File: config.mk
export PLATFORM = sky130hd
export DESIGN_NAME = button_event_decoder
export DESIGN_NICKNAME = d
export VERILOG_FILES = /design/src/rtl/button_pkg.sv /design/src/rtl/button_event_decoder.sv
export SDC_FILE = /design/constraint.sdc
export NUM_CORES = 1
export LEC_CHECK = 0
export BUFFER_PORTS_ARGS = -buffer_cell sky130_fd_sc_hd__buf_2
export CAP_MARGIN = 20
export CORE_AREA = 2 2 61 63
export CTS_CLUSTER_SIZE = 30
export DETAILED_ROUTE_END_ITERATION = 16
export DIE_AREA = 0 0 63 65
export PLACE_DENSITY = 0.81
export SLEW_MARGIN = 20
export SYNTH_ARGS = -nofsm -noshare
export SYNTH_HDL_FRONTEND = slang
export SYNTH_SLANG_ARGS = --single-unit
File: constraint.sdc
create_clock -name clk_i -period 2 [get_ports clk_i]
set_input_delay 0.2 -clock clk_i [delete_from_list [all_inputs] [get_ports clk_i]]
set_output_delay 0.2 -clock clk_i [all_outputs]
set_load 0.03 [all_outputs]
File: src/rtl/button_pkg.sv
// rtl/button_pkg.sv - shared button FSM states and ms-to-cycles helper
package button_pkg;

  typedef enum logic [1:0] {
    IDLE    = 2'd0,
    PRESSED = 2'd1,
    HELD    = 2'd2
  } btn_state_e;

  // 64-bit arithmetic so large clock rates times long hold times cannot overflow
  function automatic longint unsigned ms_to_cycles(input longint unsigned freq,
                                                   input longint unsigned ms);
    return (freq * ms) / 64'd1000;
  endfunction

endpackage

File: src/rtl/button_event_decoder.sv
// rtl/button_event_decoder.sv - turns a debounced button level into press/release/click/long/repeat strobes
module button_event_decoder
  import button_pkg::*;
#(
  parameter int WIDTH_COUNTER = 24,
  parameter int CLOCK_FREQ    = 10_000_000,
  parameter int LONG_PRESS_MS = 1000,
  parameter int REPEAT_MS     = 200
) (
  input  logic clk_i,
  input  logic reset_ni,
  input  logic debounced_i,
  input  logic enable_i,
  output logic press_o,
  output logic release_o,
  output logic click_o,
  output logic long_press_o,
  output logic repeat_o,
  output logic held_o
);

  localparam longint unsigned LONG_CYCLES   = ms_to_cycles(64'(CLOCK_FREQ), 64'(LONG_PRESS_MS));
  localparam longint unsigned REPEAT_CYCLES = ms_to_cycles(64'(CLOCK_FREQ), 64'(REPEAT_MS));
  localparam longint unsigned COUNT_MAX     = (64'd1 << WIDTH_COUNTER) - 64'd1;
  localparam logic            REPEAT_EN     = (REPEAT_CYCLES != 64'd0);

  localparam logic [WIDTH_COUNTER-1:0] LONG_LAST   = WIDTH_COUNTER'(LONG_CYCLES - 64'd1);
  localparam logic [WIDTH_COUNTER-1:0] REPEAT_LAST =
    REPEAT_EN ? WIDTH_COUNTER'(REPEAT_CYCLES - 64'd1) : '0;

  // Thresholds must be reachable by the counter, otherwise a match would never occur
  if (LONG_CYCLES == 64'd0 || LONG_CYCLES > COUNT_MAX || REPEAT_CYCLES > COUNT_MAX) begin : g_bad_width
    $error("button_event_decoder: WIDTH_COUNTER too small for LONG/REPEAT cycle counts");
  end

  btn_state_e               state_q, state_d;
  logic [WIDTH_COUNTER-1:0] cnt_q, cnt_d, cnt_inc;
  logic                     d_q;
  logic                     rise, fall;
  logic                     press_q, release_q, click_q, long_q, repeat_q;
  logic                     press_d, release_d, click_d, long_d, repeat_d;

  assign rise = debounced_i & ~d_q;
  assign fall = ~debounced_i & d_q;

  // Previous input level, tracked even while disabled so re-enable mid-hold is not a press
  always_ff @(posedge clk_i or negedge reset_ni) begin
    if (!reset_ni) d_q <= 1'b0;
    else           d_q <= debounced_i;
  end

  // Next state, next counter and strobe decode; release takes priority over thresholds
  always_comb begin
    state_d   = state_q;
    cnt_d     = '0;
    cnt_inc   = (cnt_q == '1) ? cnt_q : cnt_q + WIDTH_COUNTER'(1);
    press_d   = 1'b0;
    release_d = 1'b0;
    click_d   = 1'b0;
    long_d    = 1'b0;
    repeat_d  = 1'b0;
    if (!enable_i) begin
      state_d = IDLE;
    end else begin
      case (state_q)
        IDLE: begin
          if (rise) begin
            press_d = 1'b1;
            state_d = PRESSED;
          end
        end
        PRESSED: begin
          if (fall) begin
            release_d = 1'b1;
            click_d   = 1'b1;
            state_d   = IDLE;
          end else if (cnt_q == LONG_LAST) begin
            long_d  = 1'b1;
            state_d = HELD;
          end else begin
            cnt_d = cnt_inc;
          end
        end
        HELD: begin
          if (fall) begin
            release_d = 1'b1;
            state_d   = IDLE;
          end else if (REPEAT_EN && cnt_q == REPEAT_LAST) begin
            repeat_d = 1'b1;
          end else begin
            cnt_d = cnt_inc;
          end
        end
        default: state_d = IDLE;
      endcase
    end
  end

  // FSM state and registered one-shot strobes
  always_ff @(posedge clk_i or negedge reset_ni) begin
    if (!reset_ni) begin
      state_q   <= IDLE;
      press_q   <= 1'b0;
      release_q <= 1'b0;
      click_q   <= 1'b0;
      long_q    <= 1'b0;
      repeat_q  <= 1'b0;
    end else begin
      state_q   <= state_d;
      press_q   <= press_d;
      release_q <= release_d;
      click_q   <= click_d;
      long_q    <= long_d;
      repeat_q  <= repeat_d;
    end
  end

  // Hold-time counter; saturates so an endless hold without repeat cannot wrap
  always_ff @(posedge clk_i or negedge reset_ni) begin
    if (!reset_ni) cnt_q <= '0;
    else           cnt_q <= cnt_d;
  end

  assign press_o      = press_q;
  assign release_o    = release_q;
  assign click_o      = click_q;
  assign long_press_o = long_q;
  assign repeat_o     = repeat_q;
  assign held_o       = (state_q != IDLE);

endmodule

==> results of run 1 <==
==> logic make-up (layout without fill, tap and decap cells) <==
logic type	Yosys count	count (layout)	synth area share [%]
muxes	2	2	1.12
and+or+nand+nor	86	86	27.2
DFF	32	32	44.8
buffers and inverters	12	46	3.64
AOI/OAI and AO/OA	33	33	14.0
xor gates and xnor gates	13	13	6.38
adders and majority gates	4	4	2.80
==> power breakdown <==
group,internal (mW),switching (mW),total [mW]
Clock,0.199,0.204,0.404
Combinational,0.0192,0.0411,0.0603
Sequential,0.651,0.00258,0.654
==> final timing paths <==
path                                        to                from  slack (ns)
min                        release_o$_DFF_PN0_            enable_i        0.11
max reg2reg                cnt_q[19]$_DFF_PN0_  cnt_q[8]$_DFF_PN0_        0.12
min in group asynchronous   repeat_o$_DFF_PN0_            reset_ni        0.44
max in group asynchronous  cnt_q[18]$_DFF_PN0_            reset_ni        1.11
max                        cnt_q[19]$_DFF_PN0_  cnt_q[8]$_DFF_PN0_        0.12
min reg2reg                  press_o$_DFF_PN0_       d_q$_DFF_PN0_        0.49
==> cell usage after synthesis (all sizes together) <==
master,instances,area [sq um]
dfrtp,32,801
nor2,25,93.8
nand3,15,80.1
nand2,13,48.8
xnor2,11,96.3
a21oi,10,53.8
a211oi,8,60.1
inv,8,30.0
nand4,8,62.6
buf,4,35.0
ha,4,50.1
or3,4,25.0
and4,3,26.3
nor3,3,15.0
nor4,3,40.0
o21ai,3,15.0
o31ai,3,22.5
or4,3,26.3
a21o,2,22.5
and2,2,12.5
and3,2,12.5
mux2i,2,20.0
nand2b,2,12.5
xor2,2,17.5
a21boi,1,7.51
a221o,1,10.0
a22oi,1,7.51
a31o,1,8.76
a31oi,1,6.26
a32oi,1,27.5
nand4bb,1,11.3
nor4b,1,8.76
nor4bb,1,10.0
o311ai,1,8.76
==> cell usage in the layout (no fill, tap or decap), types with 3 or more instances in the layout <==
| master | instances |
|---|---|
| buf_4 | 19 |
| o31ai_1 | 3 |
| xnor2_1 | 11 |
| nand4_1 | 6 |
| clkbuf_4 | 5 |
| ha_1 | 4 |
| or3_1 | 4 |
| dfrtp_1 | 32 |
| and4_1 | 3 |
| inv_1 | 8 |
| o21ai_0 | 3 |
| a21oi_1 | 9 |
| nand2_1 | 13 |
| buf_2 | 9 |
| nor2_1 | 25 |
| nand3_1 | 14 |
| a211oi_1 | 8 |
==> area by class of cell <==
cell class	count	area, sq um
Inverter	8	30.0
Fill cell	321	1380
Sequential cell	32	801
Tap cell	48	60.1
Multi-Input combinational cell	138	933
Timing Repair Buffer	31	228
Clock buffer	7	65.1
==> per-layer routing <==
layer | GRT usage (%) | part of all wire, % | wire length (um) | vias to the layer above
li1 | - | - | - | 735
met4 | 7.78 | 1.1 | 42 | 0
met1 | 24.9 | 45 | 1660 | 700
met2 | 34.3 | 50 | 1820 | 22
met3 | 6.08 | 3.6 | 132 | 5
met5 | 0 | 0 | 0 | -
==> metrics by stage <==
stage	instance area, sq um	hold slack [ns]
finish	2120	0.112
global route	2120	0.104
CTS	2090	0.102
detailed placement	2000	0.288
global placement	2000	0.283
floorplan	1790	-0.0956
==> flip-flops by register name, indices dropped and copies added, names as in the netlist <==
register      cells
long_press_o      1
repeat_o          1
cnt_q            24
state_q           2
release_o         1
click_o           1
press_o           1
d_q               1
==> critical path: stages (launching register included) <==
cell,delay [ns]
dfrtp_1,0.48
nand4_1,0.19
buf_4,0.19
nor4_4,0.30
a211oi_1,0.14
buf_4,0.16
a31o_2,0.23
a21oi_1,0.12
==> timing repair <==
| item | in CTS | in global routing |
|---|---|---|
| buffers inserted | 0 | 2 |
| gates resized for setup | 0 | 2 |
| hold buffers | 2 | 0 |
| setup endpoints to repair | 0 | 14 |
| hold endpoints to repair | 33 | 0 |
==> reports/metrics.cfg, run 1 <==
[hold_path]
worst_hold_path.num_cells = 3
holdCritPathClass = input port to flop

[synthesis]
synthesis.area_sq_um = 1790
yosys_register_bits = 32
avgSynthCellArea_sq_um = 9.81
ys_seq_area_share_pct = 44.8
synthesis.yosys.warnings = 0
post_synth_inst_count = 182
synth_net_count = 190
synth_cell_types = 43

[finish]
num_antenna_cells = 0
final_layout_size_suffix_gt1_share_pct = 21.8
utilization_pct = 60.6
total_number_of_nets_in_the_final_design = 224
flow.area_growth_from_synthesis_pct = 18.6
layout.cells.non_filler = 264

[job]
max_cap_viol_count = 0

[critical_path]
critical_path_arrival_ns = 2.14
critical_path_start_end_classification = flop to flop
worstSetupEndpointType = flop
worst-path-max-fanout = 6
crit_path_start_kind = flop
worstPathRequired_ns = 2.26
reg2regPathDepth = 7

[place]
io_buffers = 9
gp_routability_congestion = 0.871
dp_cells = 253
place_hpwl_mm = 2.62
post_placement_worst_setup_slack_ns = 0.0476

[grt]
grt_use_total_pct = 20.5
grt_max_degree = 33
number_of_global_route_vias_before_repair = 1429
grt_antenna_before_repair = 0
grt_remaining_overflow = 0
grt_pass1_wl_mm = 6.51

[pwr]
power.static_leakage_nw = 0.880
peakVddDrop_v = 0.000282
finalPower_mw = 1.12
power.density_cell_area_nw_per_um2 = 528

[routing]
drt_pre_antenna_iters = 4
detailroute.via_count = 1462
drc = 0
vias_per_cell = 5.54
totalWireLength_mm = 3.65
wl_per_instance_um = 13.8
ant_nets = 0
drt-initial-drc-count = 91

[timing]
min_period_ns = 1.88
timing.max_slew.rel_slack_pct = 53.6
final.setup.worst_slack_ns = 0.121
fin_tns_setup_ns = 0
period_share_pct = 93.9
grt_setup_unrepaired = no
slew_viol_final = 0
finalClockSkew_ns = 0.00672
timing_worst_slew_pin_value_ns = 0.695
max_clock_freq_mhz = 532
setup-violations-final = 0
timing_hold_violations_final = 0

[cts]
numClockSinks = 32
clock_tree.buffer_depth = 2
clk_transition_reported_paths_ns = 0.09
cts_max_level = 2
cts-buffers-inserted = 5
clk_root_buffer_cell = clkbuf_4
clock_latency_ns = 0.33
tritoncts = yes

[floorplan]
design.die.area_sq_um = 4100
num_rows = 22
io_pins = 10
die-height_um = 65
core_area_sq_um = 3500
die_w_um = 63
floorplan.initialDensity_pct = 51.1

[run_status]
outcome = finished clean

(Power assumes the default switching activity.)
==> inputs of run 2 (changes only) <==
--- a/config.mk
+++ b/config.mk
@@ -5,12 +5,13 @@
 export SDC_FILE = /design/constraint.sdc
 export NUM_CORES = 1
 export LEC_CHECK = 0
+export ABC_AREA = 1
 export BUFFER_PORTS_ARGS = -buffer_cell sky130_fd_sc_hd__buf_2
 export CAP_MARGIN = 20
-export CORE_AREA = 2 2 61 63
+export CORE_AREA = 2 2 67 69
 export CTS_CLUSTER_SIZE = 30
 export DETAILED_ROUTE_END_ITERATION = 16
-export DIE_AREA = 0 0 63 65
+export DIE_AREA = 0 0 69 71
 export PLACE_DENSITY = 0.81
 export SLEW_MARGIN = 20
 export SYNTH_ARGS = -nofsm -noshare
==> run 2 against run 1 <==
Net effect: global-route usage rose by 0.15 points; hold slack got worse by 0.063 ns; clock power rose by 25%; sequential power rose by 0.6%; maximum frequency rose by 3.9%; critical path depth rose by 1; synthesized cell count rose by 73%; cell area rose by 14%; count of clock-buffer cells in the layout rose by 1; area after synthesis rose by 24%; highest routed layer unchanged.
==> reports/metrics.cfg, run 2 <==
[timing]
timing_worst_slew_pin_value_ns = 0.688
setup-violations-final = 0
min_period_ns = 1.81
finalClockSkew_ns = 0.00351
timing_hold_violations_final = 0
fin_tns_setup_ns = 0
period_share_pct = 90.4
final.setup.worst_slack_ns = 0.192
grt_setup_unrepaired = no
timing.max_slew.rel_slack_pct = 54.1
slew_viol_final = 0
max_clock_freq_mhz = 553

[job]
max_cap_viol_count = 0

[critical_path]
worstPathRequired_ns = 2.16
worst-path-max-fanout = 24
crit_path_start_kind = flop
worst-r2r-setup-slack_ns = 0.19
critical_path_start_end_classification = flop to flop
worstSetupEndpointType = flop
critical_path_arrival_ns = 1.97

[synthesis]
synth_cell_types = 28
post_synth_inst_count = 314
netlist_top_cells_count = nand2_1 (80), nor2_1 (57), inv_1 (44)
synthDominantAreaCellType = dfrtp_1
synth_enable_flop_cells = 0
post_synth_main_area_contributors = dfrtp_1 (36%), nand2_1 (14%), nor2_1 (9.7%)
most_common_cell_in_the_netlist = nand2_1
postSynth.asyncResetShare_pct = 100
yosys_register_bits = 32
synthesis.area_sq_um = 2220
synthesis.yosys.warnings = 0
ys_dominant_reg_cell = dfrtp_1
avgSynthCellArea_sq_um = 7.06
ys_seq_area_share_pct = 36.1
synth_net_count = 322
netlist.area_leader.share_pct = 36.1

[cts]
cts_max_level = 2
clock_latency_ns = 0.29
clk_root_buffer_cell = clkbuf_8
cts-buffers-inserted = 5
clock_tree.buffer_depth = 2
clk_transition_reported_paths_ns = 0.06
tritoncts = yes
numClockSinks = 32

[routing]
drt_pre_antenna_iters = 7
totalWireLength_mm = 4.52
drc = 0
ant_nets = 0
vias_per_cell = 4.98
detailroute.via_count = 1908
wl_per_instance_um = 11.8
drt-initial-drc-count = 122

[place]
gp_routability_congestion = 0.955
io_buffers = 9
place_hpwl_mm = 3.45
post_placement_worst_setup_slack_ns = 0.199

[grt]
grt_pass1_wl_mm = 7.98
grt_use_total_pct = 20.6
grt_remaining_overflow = 0
grt_max_degree = 33
number_of_global_route_vias_before_repair = 1804
grt_antenna_before_repair = 0

[finish]
area_taken_by_multi_input_logic_gates_sq_um = 1200
mostFrequentLayoutCells = nand2_1 (80), nor2_1 (57), inv_1 (44), dfrtp_1 (32), nand3_1 (21)
max_flop_register = cnt_q
flow.area_growth_from_synthesis_pct = 8.47
fill_cells = 401
most_common_cell_after_layout_fill_and_taps_aside = nand2_1
num_antenna_cells = 0
total_number_of_nets_in_the_final_design = 338
final_layout_size_suffix_gt1_share_pct = 16.3
utilization_pct = 57.2
total_area_of_sequential_cells_sq_um = 801
largest_registers = cnt_q x24, state_q x2
largest_register_ff_count = 24

[floorplan]
num_rows = 24
design.die.area_sq_um = 4900
die-height_um = 71
io_pins = 10
core_area_sq_um = 4200
floorplan.initialDensity_pct = 52.7
die_w_um = 69

[pwr]
peakVddDrop_v = 0.000397
power.density_cell_area_nw_per_um2 = 519
power.static_leakage_nw = 1.13

[hold_path]
holdCritPathClass = input port to flop

[run_status]
outcome = finished clean

[run 2: path summary, 6_finish.rpt]
path                                   startpoint                endpoint  depth (start not counted)
min reg2reg                state_q[1]$_DFFE_PN0P_  state_q[1]$_DFFE_PN0P_                          2
max                            cnt_q[1]$_DFF_PN0_      cnt_q[2]$_DFF_PN0_                          8
min in group asynchronous                reset_ni     cnt_q[11]$_DFF_PN0_                          2
min                                   debounced_i           d_q$_DFF_PN0_                          1
max reg2reg                    cnt_q[1]$_DFF_PN0_      cnt_q[2]$_DFF_PN0_                          8
max in group asynchronous                reset_ni     cnt_q[16]$_DFF_PN0_                          2
[run 2: logic make-up (layout without fill, tap and decap cells)]
| family | count (synthesis) | in the layout | synth area share, % |
|---|---|---|---|
| adder cells (fa/ha/maj) | 4 | 4 | 2.26 |
| buffers and inverters | 51 | 68 | 9.88 |
| flip-flops | 32 | 32 | 36.1 |
| AND/OR/NAND/NOR | 207 | 207 | 45.7 |
| XOR/XNOR | 8 | 8 | 3.16 |
| AO/OA/AOI/OAI | 12 | 12 | 2.93 |
[run 2: per-layer routing]
metal  wire [um]  global-route usage [%]  share of wire, %  up-vias
li1            -                       -                 -      997
met1        2060                    26.8                46      869
met2        2130                    33.1                47       34
met3         243                    4.84               5.4        8
met4          85                    8.93               1.9        0
met5           0                       0                 0        -
[run 2: timing repair]
action	CTS	global route
resized for setup	0	0
hold endpoints to repair	32	0
hold buffers	1	0
setup buffers	0	0
[run 2: final cells by class]
| class | instances | share of cell area (%) |
|---|---|---|
| clock buffer | 8 | 3.75 |
| inverter | 49 | 7.86 |
| multi-input combinational | 231 | 49.8 |
| sequential | 32 | 33.3 |
| tap | 52 | 2.71 |
| timing repair buffer | 11 | 2.60 |
[run 2: per-stage QoR]
step	hold WS (ns)	cells	cell area (sq um)	total power, mW
after floorplan	-0.0956	314	2220	0.725
after global placement	0.283	374	2300	0.751
after detailed placement	0.295	374	2300	0.753
after CTS	0.0454	383	2400	1.26
after global routing	0.0426	383	2400	1.31
final	0.0494	383	2400	1.25
[run 2: worst max-delay path, cell delays in order (launching register included)]
cell and delay (ns):
dfrtp_1 0.39, ha_1 0.30, nand3_1 0.18, nor2_2 0.19, nand3_1 0.12, nand2_1 0.09
nand2_2 0.06, nand2_4 0.26, nor2_1 0.09
[run 2: report_power, final]
group,switching [mW],total [mW],internal [mW],leakage [nW]
Clock,0.225,0.505,0.280,0.0455
Combinational,0.0602,0.0838,0.0235,0.646
Sequential,0.00372,0.658,0.654,0.444
